$ cat src/rtl/spi_master_byte.sv
// rtl/spi_master_byte.sv - SPI mode-0 master, one C_bits word per tx_valid/tx_ready handshake
// All SPI pins are registered; rx_data is presented with a one-cycle rx_valid in DONE.
module spi_master_byte #(
  parameter int C_clk_div = 2,
  parameter int C_bits    = 8
) (
  input  logic              clk_25mhz,
  input  logic              reset,
  input  logic [C_bits-1:0] tx_data,
  input  logic              tx_valid,
  output logic              tx_ready,
  output logic [C_bits-1:0] rx_data,
  output logic              rx_valid,
  output logic              spi_csn,
  output logic              spi_clk,
  output logic              spi_mosi,
  input  logic              spi_miso
);

  localparam int PH_W  = (C_clk_div > 1) ? $clog2(C_clk_div) : 1;
  localparam int BIT_W = $clog2(C_bits + 1);
  localparam logic [PH_W-1:0]  PH_LAST = PH_W'(C_clk_div - 1);
  localparam logic [BIT_W-1:0] BIT_ALL = BIT_W'(C_bits);

  typedef enum logic [2:0] {
    S_IDLE,
    S_SETUP,
    S_HIGH,
    S_LOW,
    S_DONE
  } state_t;

  state_t             state, state_n;
  logic [PH_W-1:0]    phase, phase_n;
  logic [BIT_W-1:0]   bit_cnt, bit_cnt_n;
  logic [C_bits-2:0]  tx_shift, tx_shift_n;
  logic [C_bits-1:0]  rx_shift, rx_shift_n;
  logic [C_bits-1:0]  rx_data_n;
  logic               rx_valid_n;
  logic               spi_csn_n;
  logic               spi_clk_n;
  logic               spi_mosi_n;
  logic               last_phase;

  assign tx_ready   = (state == S_IDLE) && !reset;
  assign last_phase = (phase == PH_LAST);

  always_ff @(posedge clk_25mhz) begin
    if (reset) begin
      state    <= S_IDLE;
      phase    <= '0;
      bit_cnt  <= '0;
      tx_shift <= '0;
      rx_shift <= '0;
      rx_data  <= '0;
      rx_valid <= 1'b0;
      spi_csn  <= 1'b1;
      spi_clk  <= 1'b0;
      spi_mosi <= 1'b0;
    end else begin
      state    <= state_n;
      phase    <= phase_n;
      bit_cnt  <= bit_cnt_n;
      tx_shift <= tx_shift_n;
      rx_shift <= rx_shift_n;
      rx_data  <= rx_data_n;
      rx_valid <= rx_valid_n;
      spi_csn  <= spi_csn_n;
      spi_clk  <= spi_clk_n;
      spi_mosi <= spi_mosi_n;
    end
  end

  always_comb begin
    state_n    = state;
    phase_n    = phase;
    bit_cnt_n  = bit_cnt;
    tx_shift_n = tx_shift;
    rx_shift_n = rx_shift;
    rx_data_n  = rx_data;
    rx_valid_n = 1'b0;
    spi_csn_n  = spi_csn;
    spi_clk_n  = spi_clk;
    spi_mosi_n = spi_mosi;

    case (state)
      S_IDLE: begin
        spi_csn_n = 1'b1;
        spi_clk_n = 1'b0;
        if (tx_valid) begin
          state_n    = S_SETUP;
          phase_n    = '0;
          bit_cnt_n  = '0;
          tx_shift_n = tx_data[C_bits-2:0];
          spi_csn_n  = 1'b0;
          spi_mosi_n = tx_data[C_bits-1];
        end
      end

      // SETUP and LOW both end by raising SCLK, except the final LOW (CS hold).
      S_SETUP, S_LOW: begin
        if (last_phase) begin
          phase_n = '0;
          if (bit_cnt == BIT_ALL) begin
            state_n    = S_DONE;
            spi_csn_n  = 1'b1;
            spi_clk_n  = 1'b0;
            rx_valid_n = 1'b1;
            rx_data_n  = rx_shift;
          end else begin
            state_n    = S_HIGH;
            spi_clk_n  = 1'b1;
            rx_shift_n = {rx_shift[C_bits-2:0], spi_miso};
            bit_cnt_n  = bit_cnt + BIT_W'(1);
          end
        end else begin
          phase_n = phase + PH_W'(1);
        end
      end

      S_HIGH: begin
        if (last_phase) begin
          phase_n    = '0;
          state_n    = S_LOW;
          spi_clk_n  = 1'b0;
          spi_mosi_n = tx_shift[C_bits-2];
          tx_shift_n = tx_shift << 1;
        end else begin
          phase_n = phase + PH_W'(1);
        end
      end

      S_DONE: begin
        state_n = S_IDLE;
      end

      default: begin
        state_n = S_IDLE;
      end
    endcase
  end

endmodule

$ cat config.mk
export PLATFORM = sky130hd
export DESIGN_NAME = spi_master_byte
export DESIGN_NICKNAME = d
export VERILOG_FILES = /design/src/rtl/spi_master_byte.sv
export SDC_FILE = /design/constraint.sdc
export NUM_CORES = 1
export LEC_CHECK = 0
export ABC_AREA = 1
export CAP_MARGIN = 10
export CELL_PAD_IN_SITES_DETAIL_PLACEMENT = 2
export CELL_PAD_IN_SITES_GLOBAL_PLACEMENT = 2
export CORE_AREA = 4 4 78 80
export DETAILED_ROUTE_END_ITERATION = 8
export DIE_AREA = 0 0 82 84
export GPL_TIMING_DRIVEN = 0
export PLACE_DENSITY_LB_ADDON = 0.1
export SLEW_MARGIN = 20
export SYNTH_ARGS = -nofsm -noshare
export SYNTH_HDL_FRONTEND = slang
export SYNTH_SLANG_ARGS = --single-unit
export TNS_END_PERCENT = 30
$ cat constraint.sdc
create_clock -name clk_25mhz -period 4.4 [get_ports clk_25mhz]
set_clock_uncertainty 0.15 [all_clocks]
set_input_delay 0.88 -clock clk_25mhz [delete_from_list [all_inputs] [get_ports clk_25mhz]]
set_output_delay 0.88 -clock clk_25mhz [all_outputs]
set_load 0.03 [all_outputs]
# --- After elaboration in Yosys (flattened, before gate mapping) ---
# Cells that the tools add are included.
op_classes:
  n_lt_le_gt_ge: 0
  multipliers: 0
  div_mod_pow: 0
  mux: 27
  n_reduce_logical: 18
  eq_ne: 9
  shifts: 0
  add_sub_neg: 2
  bitwise_logic: 3
op_table:
  columns: ["cell", "count"]
  rows:
  - ["3-bit AND reduction", 6]
  - ["7-bit two-way mux", 2]
  - ["7-bit one-hot mux with 2 select lines", 1]
  - ["3-bit two-way mux", 4]
  - ["4-bit two-way mux", 3]
  - ["1-bit two-way mux", 11]
  - ["2-bit inequality test, second input constant", 5]
  - ["3-bit one-hot mux with 3 select lines", 1]
  - ["4-bit one-hot mux with 2 select lines", 1]
  - ["3-bit by 2-bit == test with 1-bit output, second input constant", 2]
  - ["1-bit one-hot mux with 2 select lines", 3]
  - ["2-bit nonzero test", 3]
  - ["3-bit OR reduction", 2]
  - ["4-bit by 1-bit adder with 4-bit output, second input constant", 1]
  - ["4-bit == test, second input constant", 1]
  - ["4-bit AND reduction", 1]
  - ["3-bit by 1-bit == test with 1-bit output, second input constant", 1]
  - ["3-bit zero test", 1]
  - ["1-bit NOT", 3]
  - ["1-bit one-hot mux with 3 select lines", 1]
  - ["3-bit nonzero test", 1]
  - ["2-bit AND reduction", 1]
  - ["2-bit OR reduction", 1]
  - ["1-bit adder, second input constant", 1]
  - ["2 further kinds", 2]
word_totals:
  register_bits: 35
  memories: 0
  elab_cells: 69
  mem_bits_ro: 0
  in_bits: 12
  mem_bits_rw: 0
  out_inout_bits: 13
  latch_bits: 0

# --- Longest topological paths before layout ---
depth:
  word_depth: 4
  mapped_depth: 9
  mapped_depth_nobuf: 9

# --- Worst setup path after synthesis ---
# Ideal clock, no wire load.
synth_timing:
  path_kind: "input port to output port"
  start: "in reset"
  end: "out tx_ready"
  arrival_time_ps: 1451
  path_buffers: 1
  cell_stages: 2
  path_slack_ps: 1919
  required_ps: 3370
  path_cell_list: "buf_2 nor2_1"
synth_between:
  elab_chain_len: 2
synth_rtl:
  columns: ["element", "line", "text"]
  rows:
  - ["from (decl)", "8", "input logic reset,"]
  - ["1-bit zero test", "45", "assign tx_ready = (state == S_IDLE) && !reset;"]
  - ["1-bit logical AND", "45", null]
  - ["to (decl)", "11", "output logic tx_ready,"]
# Every way passes these cells.

# --- Final worst setup path ---
# Same ends and word-level chain as after synthesis.

==> impl_metrics.py <==
metrics = {
    "floorplan": {
        "rows": 27,
        "initial_core_util_pct": 29.5,
        "fp.dieArea_um2": 6890,
        "die_height_um": 84,
        "die_w_um": 82,
        "coreArea_um2": 5410,
        "ioPinCount": 25,
    },
    "critical_path": {
        "required_ps": 3370,
        "endpoint_kind": "output pin",
        "worstSetupStartpoint": "reset",
        "cp-start-kind": "input pin",
        "worstPathArrival_ps": 1830,
        "cpPeakStageDelay_ps": 670,
        "worstSetupPathType": "input pin to output pin",
        "cp_cell_sequence": "buf_2 -> nor2_1 -> clkdlybuf4s50_1",
        "path_buf_inv": 2,
        "crit_path_top_delay_cell": "clkdlybuf4s50_1",
        "crit_fanout": 9,
        "critical-path-top-delay-family": "buffers and inverters",
        "timing.rr.start": "bit_cnt[0]",
    },
    "timing": {
        "min_period_ps": 2860,
        "rsz0062_at_grt": "false",
        "worst_pin_slew_ps": 414,
        "slew_headroom_pct": 72.4,
        "max_freq_ghz": 0.350,
        "fin_setup_tns_ps": 0,
        "hold_viol": 0,
        "slew_viol_final": 0,
        "setup_viol": 0,
        "min_period_over_period_pct": 65.0,
    },
    "drt": {
        "vias": 1470,
        "wl_um": 4290,
        "wl_per_cell_um": 13.3,
        "final_antenna_net_count": 0,
        "dr.first_iter.drc_count": 23,
        "drc_errors": 0,
        "firstDrtPassIters": 4,
        "viasPerCell": 4.55,
    },
    "finish": {
        "final_layout_size_suffix_gt1_share_pct": 12.0,
        "final_util_pct": 37.0,
        "diodes": 0,
        "fillers": 658,
        "syn_to_final_growth_pct": 25.4,
        "layout.nets": 264,
    },
    "synth": {
        "syn_inst": 220,
        "synth_seq_cells": 35,
        "synth_top_area_share_pct": 43.9,
        "syn-num-nets": 234,
        "synth_warnings": 0,
        "synth_area_leaders": "dfxtp_1 (44%), nand2_1 (9.9%), nor2_1 (9.4%), o21ai_0 (6.3%), inv_1 (5.9%)",
        "syn_avg_cell_area_um2": 7.25,
        "synthesis.area_um2": 1600,
        "yosysUniqueCellTypes": 24,
        "synth_seq_area_share_pct": 43.9,
        "yosys.area.top_type": "dfxtp_1",
    },
    "hold_path": {
        "hold_class": "register to register",
        "min_from": "rx_shift[7]",
    },
    "clocking": {
        "hold_buffers": 0,
        "clkSinkCount": 35,
        "cts_buffer_depth": 2,
        "clk_latency_ps": 290,
        "clkTransAtPathRegs_ps": 70,
        "cts_inserted_buffers": 5,
        "htree_num_levels": 2,
        "post_cts_buffers": 0,
        "cts_tree": "done",
        "cts_resized": 0,
        "cts-root-buf": "clkbuf_8",
    },
    "power_and_ir_drop": {
        "power_density_nw_per_um2": 581,
        "power_w": 0.00116,
        "clkPwrFrac_pct": 20.1,
        "pwr-share-seq_pct": 38.1,
        "pwr-share-comb_pct": 41.8,
        "ir_worst_vdd_uv": 194,
        "switching_share_pct": 41.8,
        "p_int_w": 0.000677,
        "power_switching_w": 0.000486,
        "power_leakage_nw": 0.885,
    },
    "global_routing": {
        "grt_pass1_vias": 1551,
        "grt_max_degree": 12,
        "grt_use_total_pct": 13.7,
        "grt_pass1_wl_um": 7340,
        "grt_remaining_overflow": 0,
        "antenna_found_initial": 0,
    },
    "placement": {
        "gp_congestion": 0.699,
        "place.port_buffers": 23,
        "hpwl_um": 3220,
    },
    "flow_run": {
        "maxCapViolCount": 0,
    },
    "run_status": {
        "outcome": "finished, final reports clean",
    },
}
-- area by class of cell --
cell class                      instances  area (µm²)  share of cell area (%)
Buffer                                  6        41.3                    2.06
Tap cell                               72        90.1                    4.50
Sequential cell                        35         701                    35.0
Clock buffer                            6        72.6                    3.63
Timing Repair Buffer                   23         230                    11.5
Multi-Input combinational cell        149         738                    36.9
Inverter                               30         115                    5.75
Clock inverter                          2        12.5                   0.625
-- final timing paths --
| check | end | slack, ps | cells after the start |
|---|---|---|---|
| worst max register to register | rx_data[2] | 2710 | 9 |
| worst min-delay path | rx_shift[7] | 300 | 2 |
| worst min register to register | rx_shift[7] | 300 | 2 |
| worst max-delay path | tx_ready | 1540 | 3 |
-- stage by stage --
step	instance area (µm²)	std cells	hold WS (ps)	worst slack [ps]
2_1_floorplan	1600	220	275	1920
5_1_grt	2000	323	334	1480
3_5_place_dp	1920	315	296	1530
4_1_cts	2000	323	308	1520
3_3_place_gp	1920	315	290	1530
6_report	2000	323	303	1540
-- worst min-delay path: cells and delay by family, from the launching register on --
kind,cells,cell delay (ps)
AO/OA/AOI/OAI,1,50
flip-flops,1,310
buffers and inverters,1,50
-- registers in the layout (all words and copies together) (netlist names) --
register and count:
state 3, last_phase 1, tx_shift 7, spi_csn 1, rx_shift 8, spi_mosi 1
bit_cnt 4, rx_data 8, rx_valid 1, spi_clk 1
-- cell families (layout without fill, tap and decap cells) --
logic type / after synthesis / after routing / share of synthesized area, %
fa+ha+maj: 2 / 2 / 1.57
flops: 35 / 35 / 43.9
buf+inv: 36 / 67 / 9.80
compound gates: 43 / 43 / 13.6
simple gates: 104 / 104 / 31.1
-- cell usage after synthesis (all sizes together) --
library cell and instances:
nand4 2, clkinv 1, ha 2, a21oi 15, inv 29, o211ai 1, nor2 45, dfxtp 35
o21ai 27, buf 6, nand2 46, nand3 11
-- power groups by stage --
stage               clock, W  sequential (W)  combinational, W
detailed placement         0        0.000451          0.000501
CTS                 0.000249        0.000444          0.000504
floorplan                  0        0.000466          0.000339
global route        0.000261        0.000455          0.000556
global placement           0        0.000448          0.000491
finish              0.000233        0.000443          0.000486
-- metal layers --
layer / track usage [%] / vias to the layer above / wire length, µm
met5: 0 / - / 0
met1: 18.1 / 692 / 2060
met3: 3.35 / 7 / 141
li1: - / 748 / -
met2: 21.3 / 23 / 2020
met4: 4.98 / 0 / 72
-- layout by cell type (no fill, tap or decap) --
master / n
nor2_8: 1
nor2_1: 40
o211ai_1: 1
buf_2: 3
clkbuf_8: 5
ha_1: 2
nand4_1: 2
nand3_4: 2
dfxtp_1: 35
clkinv_2: 1
inv_4: 1
o21ai_1: 7
clkbuf_1: 1
nand2_4: 1
nand3_1: 6
nand2_1: 42
a21oi_1: 15
nor2_4: 1
o21ai_0: 20
nor2_2: 3
nand3_2: 3
inv_1: 25
inv_2: 3
clkinvlp_4: 1
buf_6: 2
clkdlybuf4s50_1: 23
buf_1: 1
nand2_2: 3
clkinv_1: 1
Power figures use the tool's default switching activity.
